`src/rtl/adc_delay_calib.sv`:
```
// Per-channel IODELAY calibration: sweeps all 32 taps, finds the widest passing window, programs its centre.
// Optional manual delay path when ADC_DELAY_CALIB_MANUAL_EN is defined.
module adc_delay_calib #(
    parameter int unsigned NCH      = 20,
    parameter int unsigned NDISCARD = 2,
    parameter int unsigned NCMP     = 8,
    parameter int unsigned MIN_WIN  = 4
) (
    input  logic                CLK,
    input  logic                RESET_N,
    input  logic                START,
    input  logic [15:0]         PATTERN,
`ifdef ADC_DELAY_CALIB_MANUAL_EN
    input  logic [7:0]          MAN_CHANNEL,
    input  logic [4:0]          MAN_VALUE,
    input  logic                MAN_UPDATE,
`endif
    input  logic [NCH*16-1:0]   DOUT,
    input  logic                DOUT_VALID,
    output logic [7:0]          DELAY_CHANNEL,
    output logic [4:0]          DELAY_VALUE,
    output logic                DELAY_UPDATE,
    output logic                BUSY,
    output logic                DONE,
    output logic [NCH*5-1:0]    TAP_RESULT,
    output logic [NCH-1:0]      FAIL
);

    localparam int unsigned WORD_W = 16;
    localparam int unsigned TAP_W  = 5;
    localparam int unsigned LEN_W  = 6;
    localparam int unsigned CH_W   = 8;

    typedef enum logic [2:0] {
        IDLE, SET, DISCARD, CHECK, NEXT_TAP, APPLY, NEXT_CH, FINISH
    } state_t;

    state_t              state_q, state_d;
    logic [CH_W-1:0]     ch_q, ch_d;
    logic [TAP_W-1:0]    tap_q, tap_d;
    logic [7:0]          cnt_q, cnt_d;
    logic [WORD_W-1:0]   pattern_q, pattern_d;
    logic                pass_q, pass_d;
    logic [TAP_W-1:0]    cur_start_q, cur_start_d, best_start_q, best_start_d;
    logic [LEN_W-1:0]    cur_len_q, cur_len_d, best_len_q, best_len_d;
    logic [CH_W-1:0]     delay_channel_d;
    logic [TAP_W-1:0]    delay_value_d;
    logic                delay_update_d, busy_d, done_d;
    logic [NCH*5-1:0]    tap_result_d;
    logic [NCH-1:0]      fail_d;

    logic [WORD_W-1:0]   cur_word;
    logic [TAP_W-1:0]    ext_start, cand_start, nb_start, final_tap;
    logic [LEN_W-1:0]    ext_len, cand_len, nb_len;
    logic                win_ok;

    // Select the word of the channel under calibration
    always_comb begin
        cur_word = '0;
        for (int unsigned i = 0; i < NCH; i++) begin
            if (ch_q == CH_W'(i)) cur_word = DOUT[WORD_W*i +: WORD_W];
        end
    end

    // Run bookkeeping for the tap just evaluated; a run open at tap 31 is closed here too
    always_comb begin
        ext_len    = pass_q ? LEN_W'(cur_len_q + 6'd1) : '0;
        ext_start  = (pass_q && cur_len_q == '0) ? tap_q : cur_start_q;
        cand_start = pass_q ? ext_start : cur_start_q;
        cand_len   = pass_q ? ext_len   : cur_len_q;
        nb_start   = best_start_q;
        nb_len     = best_len_q;
        if ((!pass_q || tap_q == 5'd31) && cand_len > best_len_q) begin
            nb_start = cand_start;
            nb_len   = cand_len;
        end
        win_ok    = nb_len >= LEN_W'(MIN_WIN);
        final_tap = win_ok ? TAP_W'(LEN_W'(nb_start) + (nb_len >> 1)) : 5'd16;
    end

    always_comb begin
        state_d         = state_q;
        ch_d            = ch_q;
        tap_d           = tap_q;
        cnt_d           = cnt_q;
        pattern_d       = pattern_q;
        pass_d          = pass_q;
        cur_start_d     = cur_start_q;
        cur_len_d       = cur_len_q;
        best_start_d    = best_start_q;
        best_len_d      = best_len_q;
        delay_channel_d = DELAY_CHANNEL;
        delay_value_d   = DELAY_VALUE;
        delay_update_d  = 1'b0;
        done_d          = 1'b0;
        tap_result_d    = TAP_RESULT;
        fail_d          = FAIL;

        case (state_q)
            IDLE: begin
                if (START) begin
                    state_d         = SET;
                    ch_d            = '0;
                    tap_d           = '0;
                    pattern_d       = PATTERN;
                    tap_result_d    = '0;
                    fail_d          = '0;
                    cur_start_d     = '0;
                    cur_len_d       = '0;
                    best_start_d    = '0;
                    best_len_d      = '0;
                    delay_channel_d = '0;
                    delay_value_d   = '0;
                    delay_update_d  = 1'b1;
                end
`ifdef ADC_DELAY_CALIB_MANUAL_EN
                else if (MAN_UPDATE) begin
                    delay_channel_d = MAN_CHANNEL;
                    delay_value_d   = MAN_VALUE;
                    delay_update_d  = 1'b1;
                end
`endif
            end
            SET: begin
                cnt_d   = '0;
                state_d = (NDISCARD == 0) ? CHECK : DISCARD;
            end
            DISCARD: begin
                if (DOUT_VALID) begin
                    if (cnt_q == 8'(NDISCARD - 1)) begin
                        cnt_d   = '0;
                        state_d = CHECK;
                    end else begin
                        cnt_d = cnt_q + 8'd1;
                    end
                end
            end
            CHECK: begin
                if (DOUT_VALID) begin
                    if (cur_word != pattern_q) begin
                        pass_d  = 1'b0;
                        state_d = NEXT_TAP;
                    end else if (cnt_q == 8'(NCMP - 1)) begin
                        pass_d  = 1'b1;
                        state_d = NEXT_TAP;
                    end else begin
                        cnt_d = cnt_q + 8'd1;
                    end
                end
            end
            NEXT_TAP: begin
                cur_start_d     = ext_start;
                cur_len_d       = ext_len;
                best_start_d    = nb_start;
                best_len_d      = nb_len;
                delay_channel_d = ch_q;
                delay_update_d  = 1'b1;
                if (tap_q != 5'd31) begin
                    tap_d         = tap_q + 5'd1;
                    delay_value_d = tap_q + 5'd1;
                    state_d       = SET;
                end else begin
                    delay_value_d = final_tap;
                    state_d       = APPLY;
                    for (int unsigned i = 0; i < NCH; i++) begin
                        if (ch_q == CH_W'(i)) begin
                            tap_result_d[TAP_W*i +: TAP_W] = final_tap;
                            fail_d[i]                      = !win_ok;
                        end
                    end
                end
            end
            APPLY: state_d = NEXT_CH;
            NEXT_CH: begin
                if (ch_q != CH_W'(NCH - 1)) begin
                    ch_d            = ch_q + 8'd1;
                    tap_d           = '0;
                    cur_start_d     = '0;
                    cur_len_d       = '0;
                    best_start_d    = '0;
                    best_len_d      = '0;
                    delay_channel_d = ch_q + 8'd1;
                    delay_value_d   = '0;
                    delay_update_d  = 1'b1;
                    state_d         = SET;
                end else begin
                    done_d  = 1'b1;
                    state_d = FINISH;
                end
            end
            FINISH: state_d = IDLE;
            default: state_d = IDLE;
        endcase

        busy_d = (state_d != IDLE);
    end

    always_ff @(posedge CLK) begin
        if (!RESET_N) begin
            state_q       <= IDLE;
            ch_q          <= '0;
            tap_q         <= '0;
            cnt_q         <= '0;
            pattern_q     <= '0;
            pass_q        <= 1'b0;
            cur_start_q   <= '0;
            cur_len_q     <= '0;
            best_start_q  <= '0;
            best_len_q    <= '0;
            DELAY_CHANNEL <= '0;
            DELAY_VALUE   <= '0;
            DELAY_UPDATE  <= 1'b0;
            BUSY          <= 1'b0;
            DONE          <= 1'b0;
            TAP_RESULT    <= '0;
            FAIL          <= '0;
        end else begin
            state_q       <= state_d;
            ch_q          <= ch_d;
            tap_q         <= tap_d;
            cnt_q         <= cnt_d;
            pattern_q     <= pattern_d;
            pass_q        <= pass_d;
            cur_start_q   <= cur_start_d;
            cur_len_q     <= cur_len_d;
            best_start_q  <= best_start_d;
            best_len_q    <= best_len_d;
            DELAY_CHANNEL <= delay_channel_d;
            DELAY_VALUE   <= delay_value_d;
            DELAY_UPDATE  <= delay_update_d;
            BUSY          <= busy_d;
            DONE          <= done_d;
            TAP_RESULT    <= tap_result_d;
            FAIL          <= fail_d;
        end
    end

endmodule

```
`config.mk`:
```
export PLATFORM = sky130hd
export DESIGN_NAME = adc_delay_calib
export DESIGN_NICKNAME = d
export VERILOG_FILES = /design/src/rtl/adc_delay_calib.sv
export SDC_FILE = /design/constraint.sdc
export NUM_CORES = 1
export LEC_CHECK = 0
export ABC_CLOCK_PERIOD_IN_PS = 15000
export BUFFER_PORTS_ARGS = -buffer_cell sky130_fd_sc_hd__buf_2
export CELL_PAD_IN_SITES_DETAIL_PLACEMENT = 1
export CELL_PAD_IN_SITES_GLOBAL_PLACEMENT = 2
export CORE_UTILIZATION = 29
export CTS_CLUSTER_SIZE = 14
export DETAILED_ROUTE_END_ITERATION = 16
export GPL_ROUTABILITY_DRIVEN = 1
export PLACE_DENSITY = 0.86
export SYNTH_ARGS = -nofsm -noshare
export SYNTH_HDL_FRONTEND = slang
export SYNTH_SLANG_ARGS = --single-unit
```
`constraint.sdc`:
```
create_clock -name CLK -period 15 [get_ports CLK]
set_input_delay 0 -clock CLK [delete_from_list [all_inputs] [get_ports CLK]]
set_output_delay 0 -clock CLK [all_outputs]
set_load 0.01 [all_outputs]
```
Word-level counts from Yosys, hierarchy flattened
Index checks and enable logic that the tools add are counted.
{"block": "totals", "register_bits": 199, "inputBits": 340, "out_inout_bits": 136, "word_cells": 273}
{"block": "op_classes", "add_sub_neg": 5, "n_lt_le_gt_ge": 2, "eq_ne": 60, "n_mux": 110, "reduce_logical": 41}
{"operator": "2-to-1 mux 16 bit", "count": 20}
{"operator": "2-to-1 mux 100 bit", "count": 2}
{"operator": "case mux 100 bit (2 select lines)", "count": 1}
{"operator": "2-to-1 mux 5 bit", "count": 28}
{"operator": "AND reduction 4 bit", "count": 21}
{"operator": "equality test 8 x 4 -> 1 bit, second input constant", "count": 8}
{"operator": "case mux 5 bit (3 select lines)", "count": 4}
{"operator": "2-to-1 mux 8 bit", "count": 7}
{"operator": "!= test 2 bit, second input constant", "count": 28}
{"operator": "case mux 8 bit (3 select lines)", "count": 2}
{"operator": "equality test 8 x 3 -> 1 bit, second input constant", "count": 5}
{"operator": "2-to-1 mux 20 bit", "count": 2}
{"operator": "case mux 20 bit (2 select lines)", "count": 1}
{"operator": "case mux 6 bit (3 select lines)", "count": 2}
{"operator": "equality test 8 x 5 -> 1 bit, second input constant", "count": 4}
{"operator": "2-to-1 mux 6 bit", "count": 5}
{"operator": "2-to-1 mux 1 bit", "count": 25}
{"operator": "2-to-1 mux 3 bit", "count": 8}
{"operator": "case mux 3 bit (8 select lines)", "count": 1}
{"operator": "adder 8 x 1 -> 8 bit, second input constant", "count": 2}
{"operator": "equality test 8 x 1 -> 1 bit, second input constant", "count": 2}
{"operator": "equality test 8 x 2 -> 1 bit, second input constant", "count": 2}
{"operator": "!= test 16 bit", "count": 1}
{"operator": "case mux 8 bit (2 select lines)", "count": 1}
{"operator": "23 further kinds", "count": 36}

Logic depth before layout (Yosys ltp)
Gate-level depths: netlist of the first run.
{"block": "depth", "word_depth": 26, "depth_mapped": 25, "mapped_depth_nobuf": 23}

Worst setup path after synthesis of the first run
Ideal clock, no wire load.
{"block": "synth_timing", "path_type": "register to register", "from": "reg cur_len_q[0]", "to": "reg TAP_RESULT[14]", "setup_time_ps": 144, "arrival_ps": 4780, "required_ps": 14856, "slack_ps": 10076, "path_stages_with_launch": 26, "path_buffers": 2, "synth_period_minus_slack_ps": 4924, "path_cell_list": "dfxtp_1 > inv_1 > ha_1 > nand2_1 > o21ai_0 > ha_1 > nor2b_1 > o21a_1 > o21a_1 > o21a_1 > o21a_1 > o221ai_1 > clkbuf_1 > nor2_1 > a21oi_1 > ha_1 > inv_1 > fa_1 > inv_1 > a21o_1 > a21oi_1 > xnor3_1 > nand2_1 > nand2_1 > clkbuf_1 > mux2i_1"}
{"block": "synth_between", "elab_chain_len": 11, "elab_cells_between_ends": 17, "classes_between": "add/sub: 2; order compare: 2; mux: 10; reduce/logical: 3"}
{"item": "start: declaration", "line_no": "45", "text": "logic [LEN_W-1:0] cur_len_q, cur_len_d, best_len_q, best_len_d;"}
{"item": "start signal: assignment", "line_no": "225", "text": "cur_len_q <= cur_len_d;"}
{"item": "adder 6 x 1 -> 6 bit", "line_no": "67", "text": "ext_len = pass_q ? LEN_W'(cur_len_q + 6'd1) : '0;"}
{"item": "2-to-1 mux 6 bit", "line_no": "67"}
{"item": "2-to-1 mux 6 bit", "line_no": "70", "text": "cand_len = pass_q ? ext_len : cur_len_q;"}
{"item": "> comparator 6 bit", "line_no": "73", "text": "if ((!pass_q || tap_q == 5'd31) && cand_len > best_len_q) begin"}
{"item": "logical AND 1 bit", "line_no": "73"}
{"item": "2-to-1 mux 5 bit or 2-to-1 mux 6 bit (tied branches)", "line_no": "73"}
{"item": "adder 5 bit or greater-or-equal comparator 6 x 3 -> 1 bit (tied branches)", "line_no": "78, 77"}
{"item": "2-to-1 mux 5 bit *", "line_no": "78", "text": "final_tap = win_ok ? TAP_W'(LEN_W'(nb_start) + (nb_len >> 1)) : 5'd16;"}
{"item": "2-to-1 mux 5 bit *", "line_no": "166", "text": "if (ch_q == CH_W'(i)) begin"}
{"item": "2-to-1 mux 100 bit *", "line_no": "158", "text": "if (tap_q != 5'd31) begin"}
{"item": "case mux 100 bit (2 select lines) *", "line_no": "99", "text": "case (state_q)"}
{"item": "end signal: assignment", "line_no": "233", "text": "TAP_RESULT <= tap_result_d;"}
{"item": "end: declaration", "line_no": "25", "text": "output logic [NCH*5-1:0] TAP_RESULT,"}
Mark *: on every way between the ends. The rest lies on a longest branch, timed or not. The select of a mux whose other input is x is not followed.
A chain may end at the register's enable or synchronous reset.

Final worst setup path of the first run
{"block": "layout_timing", "from": "reg cur_len_q[0]", "to": "reg TAP_RESULT[49]"}
The elaborated chain is that of the path after synthesis.

==> results list, run 1 <==
- After filler insertion, the fill cell instance count of the layout stands at 5206.
- FF-to-FF Start: cur_len_q[0]
- Die boundary width: around 210 µm
- Each instance of the synthesized netlist takes up on average about 7.7 µm².
- The endpoint identified for the worst register-to-register timing path is TAP_RESULT[49].
- Number of DRC violations after detailed routing: 0
- In the post-synthesis netlist, the biggest area contributors are sky130_fd_sc_hd__dfxtp_1 (32%), sky130_fd_sc_hd__mux2i_1 (8.5%), sky130_fd_sc_hd__a21oi_1 (5.7%).
* Post-route fraction of the period consumed by the critical path: 0.367
* Final critical-path required period: approximately 5.5 ns
* Number of buffers added to fix hold violations after cts: 17
* Final setup skew: 0.0176 ns
- For this design the total switching power over the nets is around 0.34 mW.
* Setup ws final: around 9.5 ns
* Peak ir drop on the vdd network: 0.0735 mV
* Final hold violation count: 0
- For the pin with the worst max-slew slack, the measured transition is 1.23 ns.
- For the worst setup path, the data arrival time is slightly below 6 ns.
* Count of yosys warnings during synthesis: 0
- The final-report max-slew violation count is 0.
- Minimum setup slack among reg-to-reg paths: approximately 9.5 ns
- GR met3 Demand/Resource: 0.0645
* Row cnt: 75
- The total area inside the core boundary comes to about 42000 µm².
- Via count of the first global-routing pass: ~15k
* Relative area change from synthesis to final layout: 28.4%
* Layout net count: 2388
- The detail route stage leaves a number of antenna-violating nets equal to 0.
- Setup violations remaining at the end of the flow were counted as 0.
* Clock latency reported for the late side of the worst-skew pair: 0.46 ns
- For met1 alone, demand over resource in global routing was 0.360.
- Internal power of the cells: roughly 0.85 mW
- Number of antenna violations at the first check in global routing: 19
- The share of total power dissipated in the clock network is 0.400.
- Wire length of the first global-routing pass: slightly below 100000 µm
- The tool flagged a number of max-cap violations equal to 0.
- Global placement routability congestion: 0.948
* Worst EP required: around 15 ns
- Leaving out fill and tap cells, the most frequent cell in the layout is sky130_fd_sc_hd__buf_2.
* Num ports: about 480
- LEAKAGE: approximately 7 nW
- Clock tree from TritonCTS: done
- Timing analysis after detailed placement gives a worst setup slack of ~9.5 ns.
- Length in cells of the worst reg-to-reg path: 24
- The min-delay analysis places its worst path in the category in -> reg.
* Critical path launch point: cur_len_q[0]
- Sequential power share: 0.457
- The run finished with clean final reports.
- The worst hold path was traced through 3 stages.
* Fraction of layout cells with a size suffix above 1: 0.285
* Biggest area consumer among synthesized cells: sky130_fd_sc_hd__dfxtp_1
- No sink is reached through more buffers than the 2 on the longest clock path.
* Gr ovfl total: 0
* Root buffer cell: sky130_fd_sc_hd__clkbuf_16
- Setup repair after global routing left no endpoint under its margin.
* Multi-input gate area in the final layout: 7790 µm²
- Mean routed wirelength per cell: 25.9 µm
* Proportion of synthesized flip-flops having asynchronous set or reset: 0
- The library cells used most frequently in the layout, excluding fill and tap cells, are sky130_fd_sc_hd__buf_2 (475), sky130_fd_sc_hd__dfxtp_1 (199), sky130_fd_sc_hd__nor2_1 (183), sky130_fd_sc_hd__nand2_1 (179), sky130_fd_sc_hd__a21oi_1 (142).
- Power spread over the standard cell area amounts to roughly 74 nW/µm².
- After detailed routing, the total wire length is ~67000 µm.
- Met2 layer usage reported by global route: 0.506
- Routing layer with the top usage in global route: met2
- Most common flop cell mapped by yosys: sky130_fd_sc_hd__dfxtp_1
- CTS buffer count: 17
* Global-route total usage across every layer: 0.299
- The first TritonRoute pass finished after 5 iterations.
- Summed over all nets, the half-perimeter wirelength after detailed placement is 51500 µm.
* IO Port Bufs: 475
- Initial cell density of the core: 0.296
- Area share of the largest cell type after synthesis: 0.320
- Average via count per standard cell: around 5.7
* Count of unique library cells instantiated by Yosys: between 80 and 90
- Total number of vias: ~15k
- The synthesized design contains just under 200 register bits.
- CTS-repair resized insts: 0
* Power share of the combinational group: 0.143
- Once layout is done, the placed cells without fillers occupy between 15000 and 20000 µm².
- Max H-tree Level: 4
* Die Footprint: about 44000 µm²
* Critical path peak fanout: 12
* Synthesized area: 12500 µm²
- Of the total power, the share spent switching nets is 0.285.
- For this run, the top clock speed supported by timing is approximately 180 MHz.
- The synthesized design contains 0 enable-type register cells.
- Counting every sink on the clock net gives 199.
- Post-CTS Setup Inserts: 0
- The first routing iteration left ~1.1k violations.
- Syn Nets: around 2.0k
- Part of the Yosys area used for sequential elements: 0.320
* Kind of capture point of the worst setup path: flip-flop
* Endpoint of the most critical setup path: TAP_RESULT[49]
* FF+latch area: about 4000 µm²
* Startpoint class of the critical path: flip-flop
- Entering global routing, the biggest net connects a little under 80 pins.
- The floorplan step set the die height to between 200 and 250 µm.
* Worst max-slew margin expressed relative to the limit: 0.179
* Clock-pin slew of the registers on the worst-case setup and hold paths: roughly 0.080 ns
- For the final routed database, the setup TNS stands at 0 ns.
- In this run the cell area measured after placement is around 15000 µm².
* Category of the most critical setup path: reg -> reg
- Worst hold margin: 0.0247 ns
* Gate count of the mapped netlist: 1624
-- stage by stage --
stage,std cells,power (mW),utilization
6_report,2595,1.19,0.380
5_1_grt,2594,1.23,0.380
4_1_cts,2578,1.19,0.379
3_5_place_dp,2529,0.720,0.361
3_3_place_gp,2529,0.719,0.361
2_1_floorplan,1624,0.632,-
-- sequential cells by signal, indices dropped and copies added (netlist names), 3 cells and up --
register       cells
best_start_q       5
best_len_q         6
DELAY_CHANNEL      8
DELAY_VALUE        5
state_q            3
cnt_q              8
tap_q              5
FAIL              20
pattern_q         16
cur_start_q        5
ch_q               8
TAP_RESULT       100
cur_len_q          6
-- worst min-delay path by stage --
stage                     from           end  slack [ns]
floorplan           DOUT_VALID    state_q[0]        0.11
global placement    PATTERN[1]  pattern_q[1]        0.25
finish                   START          BUSY        0.02
global route             START          BUSY        0.12
CTS                      START          BUSY       0.004
detailed placement  PATTERN[1]  pattern_q[1]        0.25
-- critical path: stages (launching register included) --
cell and delay (ns):
sky130_fd_sc_hd__dfxtp_1 0.38, sky130_fd_sc_hd__inv_1 0.08, sky130_fd_sc_hd__ha_1 0.28, sky130_fd_sc_hd__nand2_1 0.08, sky130_fd_sc_hd__o21ai_0 0.13, sky130_fd_sc_hd__ha_1 0.32
sky130_fd_sc_hd__nor2b_1 0.14, sky130_fd_sc_hd__o21a_1 0.17, sky130_fd_sc_hd__o21a_1 0.17, sky130_fd_sc_hd__o21a_1 0.16, sky130_fd_sc_hd__o21a_1 0.16, sky130_fd_sc_hd__o221ai_1 0.59
sky130_fd_sc_hd__buf_4 0.30, sky130_fd_sc_hd__nor2_1 0.06, sky130_fd_sc_hd__a21oi_1 0.19, sky130_fd_sc_hd__ha_1 0.21, sky130_fd_sc_hd__inv_1 0.06, sky130_fd_sc_hd__fa_1 0.45
sky130_fd_sc_hd__inv_1 0.07, sky130_fd_sc_hd__a21o_1 0.10, sky130_fd_sc_hd__a21oi_1 0.08, sky130_fd_sc_hd__xnor3_1 0.35, sky130_fd_sc_hd__nand2_1 0.28, sky130_fd_sc_hd__nand2_1 0.34
sky130_fd_sc_hd__o21ai_0 0.26
-- cells in the mapped netlist, types with 17 or more instances --
| master | number |
|---|---|
| sky130_fd_sc_hd__dfxtp_1 | 199 |
| sky130_fd_sc_hd__nor2_1 | 184 |
| sky130_fd_sc_hd__nand2_1 | 179 |
| sky130_fd_sc_hd__a21oi_1 | 143 |
| sky130_fd_sc_hd__mux2i_1 | 106 |
| sky130_fd_sc_hd__clkbuf_1 | 97 |
| sky130_fd_sc_hd__o21ai_0 | 90 |
| sky130_fd_sc_hd__nand3_1 | 54 |
| sky130_fd_sc_hd__o22ai_1 | 45 |
| sky130_fd_sc_hd__nor3_1 | 41 |
| sky130_fd_sc_hd__inv_1 | 32 |
| sky130_fd_sc_hd__a221oi_1 | 24 |
| sky130_fd_sc_hd__ha_1 | 21 |
| sky130_fd_sc_hd__buf_2 | 18 |
| sky130_fd_sc_hd__a22oi_1 | 17 |
| sky130_fd_sc_hd__buf_1 | 17 |
-- cell families (layout without fill, tap and decap cells) --
kind of cell | count (synthesis) | in the layout | synth area share
AOI/OAI and AO/OA | 520 | 520 | 0.281
and+or+nand+nor | 584 | 584 | 0.219
DFF | 199 | 199 | 0.320
other | 0 | 17 | 0
adders and majority gates | 22 | 22 | 0.0227
muxes | 107 | 107 | 0.0861
xor gates and xnor gates | 18 | 18 | 0.0138
buffers and inverters | 174 | 589 | 0.0584
-- per-layer routing --
layer	routed length, µm	vias to the layer above
met5	13	-
met4	2650	2
met3	5020	112
met2	32300	657
met1	27300	7245
li1	-	6805
-- final cells by class --
cell class / instances / share of cell area
Timing Repair Buffer: 524 / 0.174
Clock inverter: 13 / 0.00845
Clock buffer: 19 / 0.0283
Inverter: 33 / 0.00790
Multi-Input combinational cell: 1251 / 0.487
Antenna cell: 17 / 0.00266
Tap cell: 539 / 0.0422
Sequential cell: 199 / 0.249
-- power by group through the flow --
stage	clock network (mW)	logic [mW]	registers [mW]
after floorplan	0	0.0822	0.550
after global placement	0	0.164	0.554
after detailed placement	0	0.165	0.555
after CTS	0.482	0.170	0.542
after global routing	0.502	0.181	0.543
final	0.474	0.170	0.542
Note: power is estimated with default switching activity, not from simulation.
==> run 2: changes to the inputs <==
Settings changed: ABC_CLOCK_PERIOD_IN_PS 15000 to 4700, CORE_UTILIZATION 29 to 24, PLACE_DENSITY 0.86 to 0.76.
Clock period 15 ns to 4.7 ns, I/O delays scaled along.
==> results list, run 2 (synthesis gave the netlist of run 1 again) <==
- The wire length after detailed routing is 74900 µm (+11%).
- CTS buffer count: 17 (unchanged)
- Worst Tran Pin Value: 1.03 ns (-0.202 ns)
- The vias per cell is 5.41 (-5.2%).
* Cell with the largest stage delay on the worst path: sky130_fd_sc_hd__o41ai_1
- Number of antenna violations at the first check in global routing: 4 (-15)
- In this run the critical register-to-register path is launched from ch_q[0].
- In this run the clock root is driven by a sky130_fd_sc_hd__clkbuf_16.
- The overall die area was 52800 µm² (+21%).
- Startpoint class of the critical path: flip-flop
- Floorplan Core Area: 51300 µm² (+22%)
- The total leakage power was 7.44 nW (+5.8%).
* Global-route total usage across every layer: 0.275 (-0.0238)
* Most common cell after layout, fill and taps aside: sky130_fd_sc_hd__buf_2
- The DRC violations left came to 0 (unchanged).
- The number of search-and-repair iterations in the first detailed-routing pass came to 6 (+1).
* Class of the tightest hold or removal check: in -> reg
* Worst EP required: 5.07 ns (-10.31 ns)
- Multi-input gate area in the final layout: 7860 µm² (+0.84%)
- The die height was 230 µm (+9.8%).
- The switching share of power came to 0.273 (-0.0120).
* Setup ws final: 0.192 ns (-9.30 ns)
- Clock tree from TritonCTS: done
- Gr ovfl total: 0 (unchanged)
- The number of vias in the routed layout is 15.1k (+1.9%).
* Register with the most flip-flops: TAP_RESULT
- The switching power summed over all nets was 1.05 mW (+210%).
- Relative area change from synthesis to final layout: 35.4%
- STA classifies the critical path endpoint as a flip-flop.
- The startpoint identified for the worst hold timing path is START.
- The total I/O pin count came to 476 (unchanged).
- The final period demand of the worst path came to 4.51 ns (-1.00 ns).
- Detailed placement HPWL: 60000 µm (+17%)
- Pin count of the biggest net entering global routing: 88 (+11%)
- Pwr dens: 228 nW/µm² (+210%)
- Mean routed wirelength per cell: 26.8 µm (+3.5%)
* Via count of the first global-routing pass: 15.6k (+2.7%)
* Antenna violation net count after detailed routing: 0 (unchanged)
- The count of buffering cells on the critical path with inverters included is 1 (-3).
* Count of routing violations after the opening detailed-route iteration: 994 (-6.7%)
* Final Setup Violations: 0 (unchanged)
- Setup repair after global routing missed its margin: no
* Initial cell density of the core: 0.243 (-0.0528)
- Worst max-slew margin expressed relative to the limit: 0.317 (+0.138)
* Final setup skew: 0.00891 ns (-0.00868 ns)
- Antenna diodes: 0 (-17)
- The clock transition at the register clock pins on the worst setup and hold paths after CTS is 0.08 ns (about the same).
- Max H-tree Level: 4 (unchanged)
- The critical path arrival is 4.88 ns (-1.00 ns).
- The die span in x is 230 µm (+9.8%).
* Clock power share: 0.404 (+0.004)
- Delay of the slowest cell on the worst path: 0.80 ns (+0.21 ns)
* Sequential power share: 0.448 (-0.009)
- Setup TNS after final layout: 0 ns (unchanged)
* Total of fill cells in the finished design: 6340 (+22%)
- Clock latency reported for the late side of the worst-skew pair: 0.45 ns (about the same)
* Status: completed
- The wire length of the first global-routing pass is 108000 µm (+9.3%).
* Number of flip-flops under the largest register name: 100 (unchanged)
- CTS Sinks: 199 (unchanged)
- Post-route fraction of the period consumed by the critical path: 0.959 (+0.592)
- The part of the total power dissipated in combinational logic came to 0.148 (+0.005).
* Final max-slew violation count: 0 (unchanged)
- Final hold violation count: 0 (unchanged)
- Cell breakdown of the critical path: ha_2 > nand2b_1 > buf_4 > o22ai_1 > and2_1 > o41ai_1 > o2111ai_1 > nor4_2 > nand3_1 > o221a_4 > or4_1 > a21oi_1
- IO Port Bufs: 475 (unchanged)
* Critical path launch point: ch_q[0]
- Layout net count: 2460 (+3.0%)
- The fraction of layout cells with a size suffix above 1 came to 0.314 (+0.0288).
* Post-Place Worst Slack: -0.131 ns (-9.65 ns)
- The upper clock frequency limit came to 222 MHz (+22%).
- Critical path peak fanout: 14 (+2)
* Number of max-cap violations: 0 (unchanged)
- Internal power of the cells: 2.80 mW (+230%)
* Global placement routability congestion: 0.979 (+3.3%)
- The top cell types in the final layout, fill and taps aside, are sky130_fd_sc_hd__buf_2 (475), sky130_fd_sc_hd__dfxtp_1 (197), sky130_fd_sc_hd__nor2_1 (183), sky130_fd_sc_hd__nand2_1 (177), sky130_fd_sc_hd__a21oi_1 (141).
- Category of the most critical setup path: reg -> reg
* Peak ir drop on the vdd network: 0.278 mV (+280%)
- The combined flip-flop and latch cell area came to 3990 µm² (about the same).
- The maximum number of buffers from clock root to sink is 2 (unchanged).
- Registers with the most flip-flops: TAP_RESULT x100, FAIL x20, pattern_q x16
- The row count came to 83 (+11%).
* Dominant delay contributor by cell family on the critical path: compound AO/OA/AOI/OAI gates
## run 2: worst reg2reg max path, cell delays in order (launching register included)
cell	delay, ns
sky130_fd_sc_hd__dfxtp_1	0.54
sky130_fd_sc_hd__ha_2	0.49
sky130_fd_sc_hd__nand2b_1	0.45
sky130_fd_sc_hd__buf_4	0.31
sky130_fd_sc_hd__o22ai_1	0.09
sky130_fd_sc_hd__and2_1	0.16
sky130_fd_sc_hd__o41ai_1	0.80
sky130_fd_sc_hd__o2111ai_1	0.24
sky130_fd_sc_hd__nor4_2	0.23
sky130_fd_sc_hd__nand3_1	0.16
sky130_fd_sc_hd__o221a_4	0.32
sky130_fd_sc_hd__or4_1	0.51
sky130_fd_sc_hd__a21oi_1	0.14
## run 2: path summary, 6_finish.rpt
check / endpoint / slack, ns / depth (start not counted)
setup / recovery: cnt_q[7] / 0.19 / 12
hold / removal: state_q[0] / 0.1 / 5
setup reg to reg: cnt_q[7] / 0.19 / 12
hold reg to reg: DELAY_VALUE[2] / 0.46 / 2
## run 2: what timing repair did
| item | CTS | global route |
|---|---|---|
| pin swaps | 0 | 2 |
| endpoints found under the setup margin | 11 | 43 |
| hold buffers | 17 | 0 |
| cloned | 0 | 0 |
| buffers inserted | 0 | 2 |
| resized for setup | 4 | 20 |
| hold endpoints to repair | 18 | 0 |
## run 2: stage by stage
stage	util	cells	hold WS (ns)	area (µm²)	power [mW]
floorplan	-	1624	0.106	12500	2.02
global placement	0.312	2740	0.247	16000	2.32
detailed placement	0.312	2740	0.252	16000	2.32
CTS	0.328	2788	0.0826	16800	3.89
global route	0.329	2790	0.143	16900	4.00
finish	0.329	2790	0.0993	16900	3.85
## run 2: cell type report
cell class                      instances  share of cell area
Multi-Input combinational cell       1251               0.466
Sequential cell                       199               0.236
Timing Repair Buffer                  596               0.204
Tap cell                              680              0.0504
Clock buffer                           19              0.0262
Clock inverter                         12             0.00979
Inverter                               33             0.00749
## run 2: routing by layer
metal / part of all wire / track usage
met5: 0.00041 / 0
met4: 0.034 / 0.102
met3: 0.068 / 0.0575
met2: 0.48 / 0.477
met1: 0.41 / 0.332
## run 2: power groups by stage
stage / clock network (mW) / logic, mW / registers, mW
2_1_floorplan: 0 / 0.262 / 1.75
3_3_place_gp: 0 / 0.555 / 1.76
3_5_place_dp: 0 / 0.557 / 1.76
4_1_cts: 1.60 / 0.570 / 1.73
5_1_grt: 1.67 / 0.606 / 1.73
6_report: 1.56 / 0.570 / 1.73
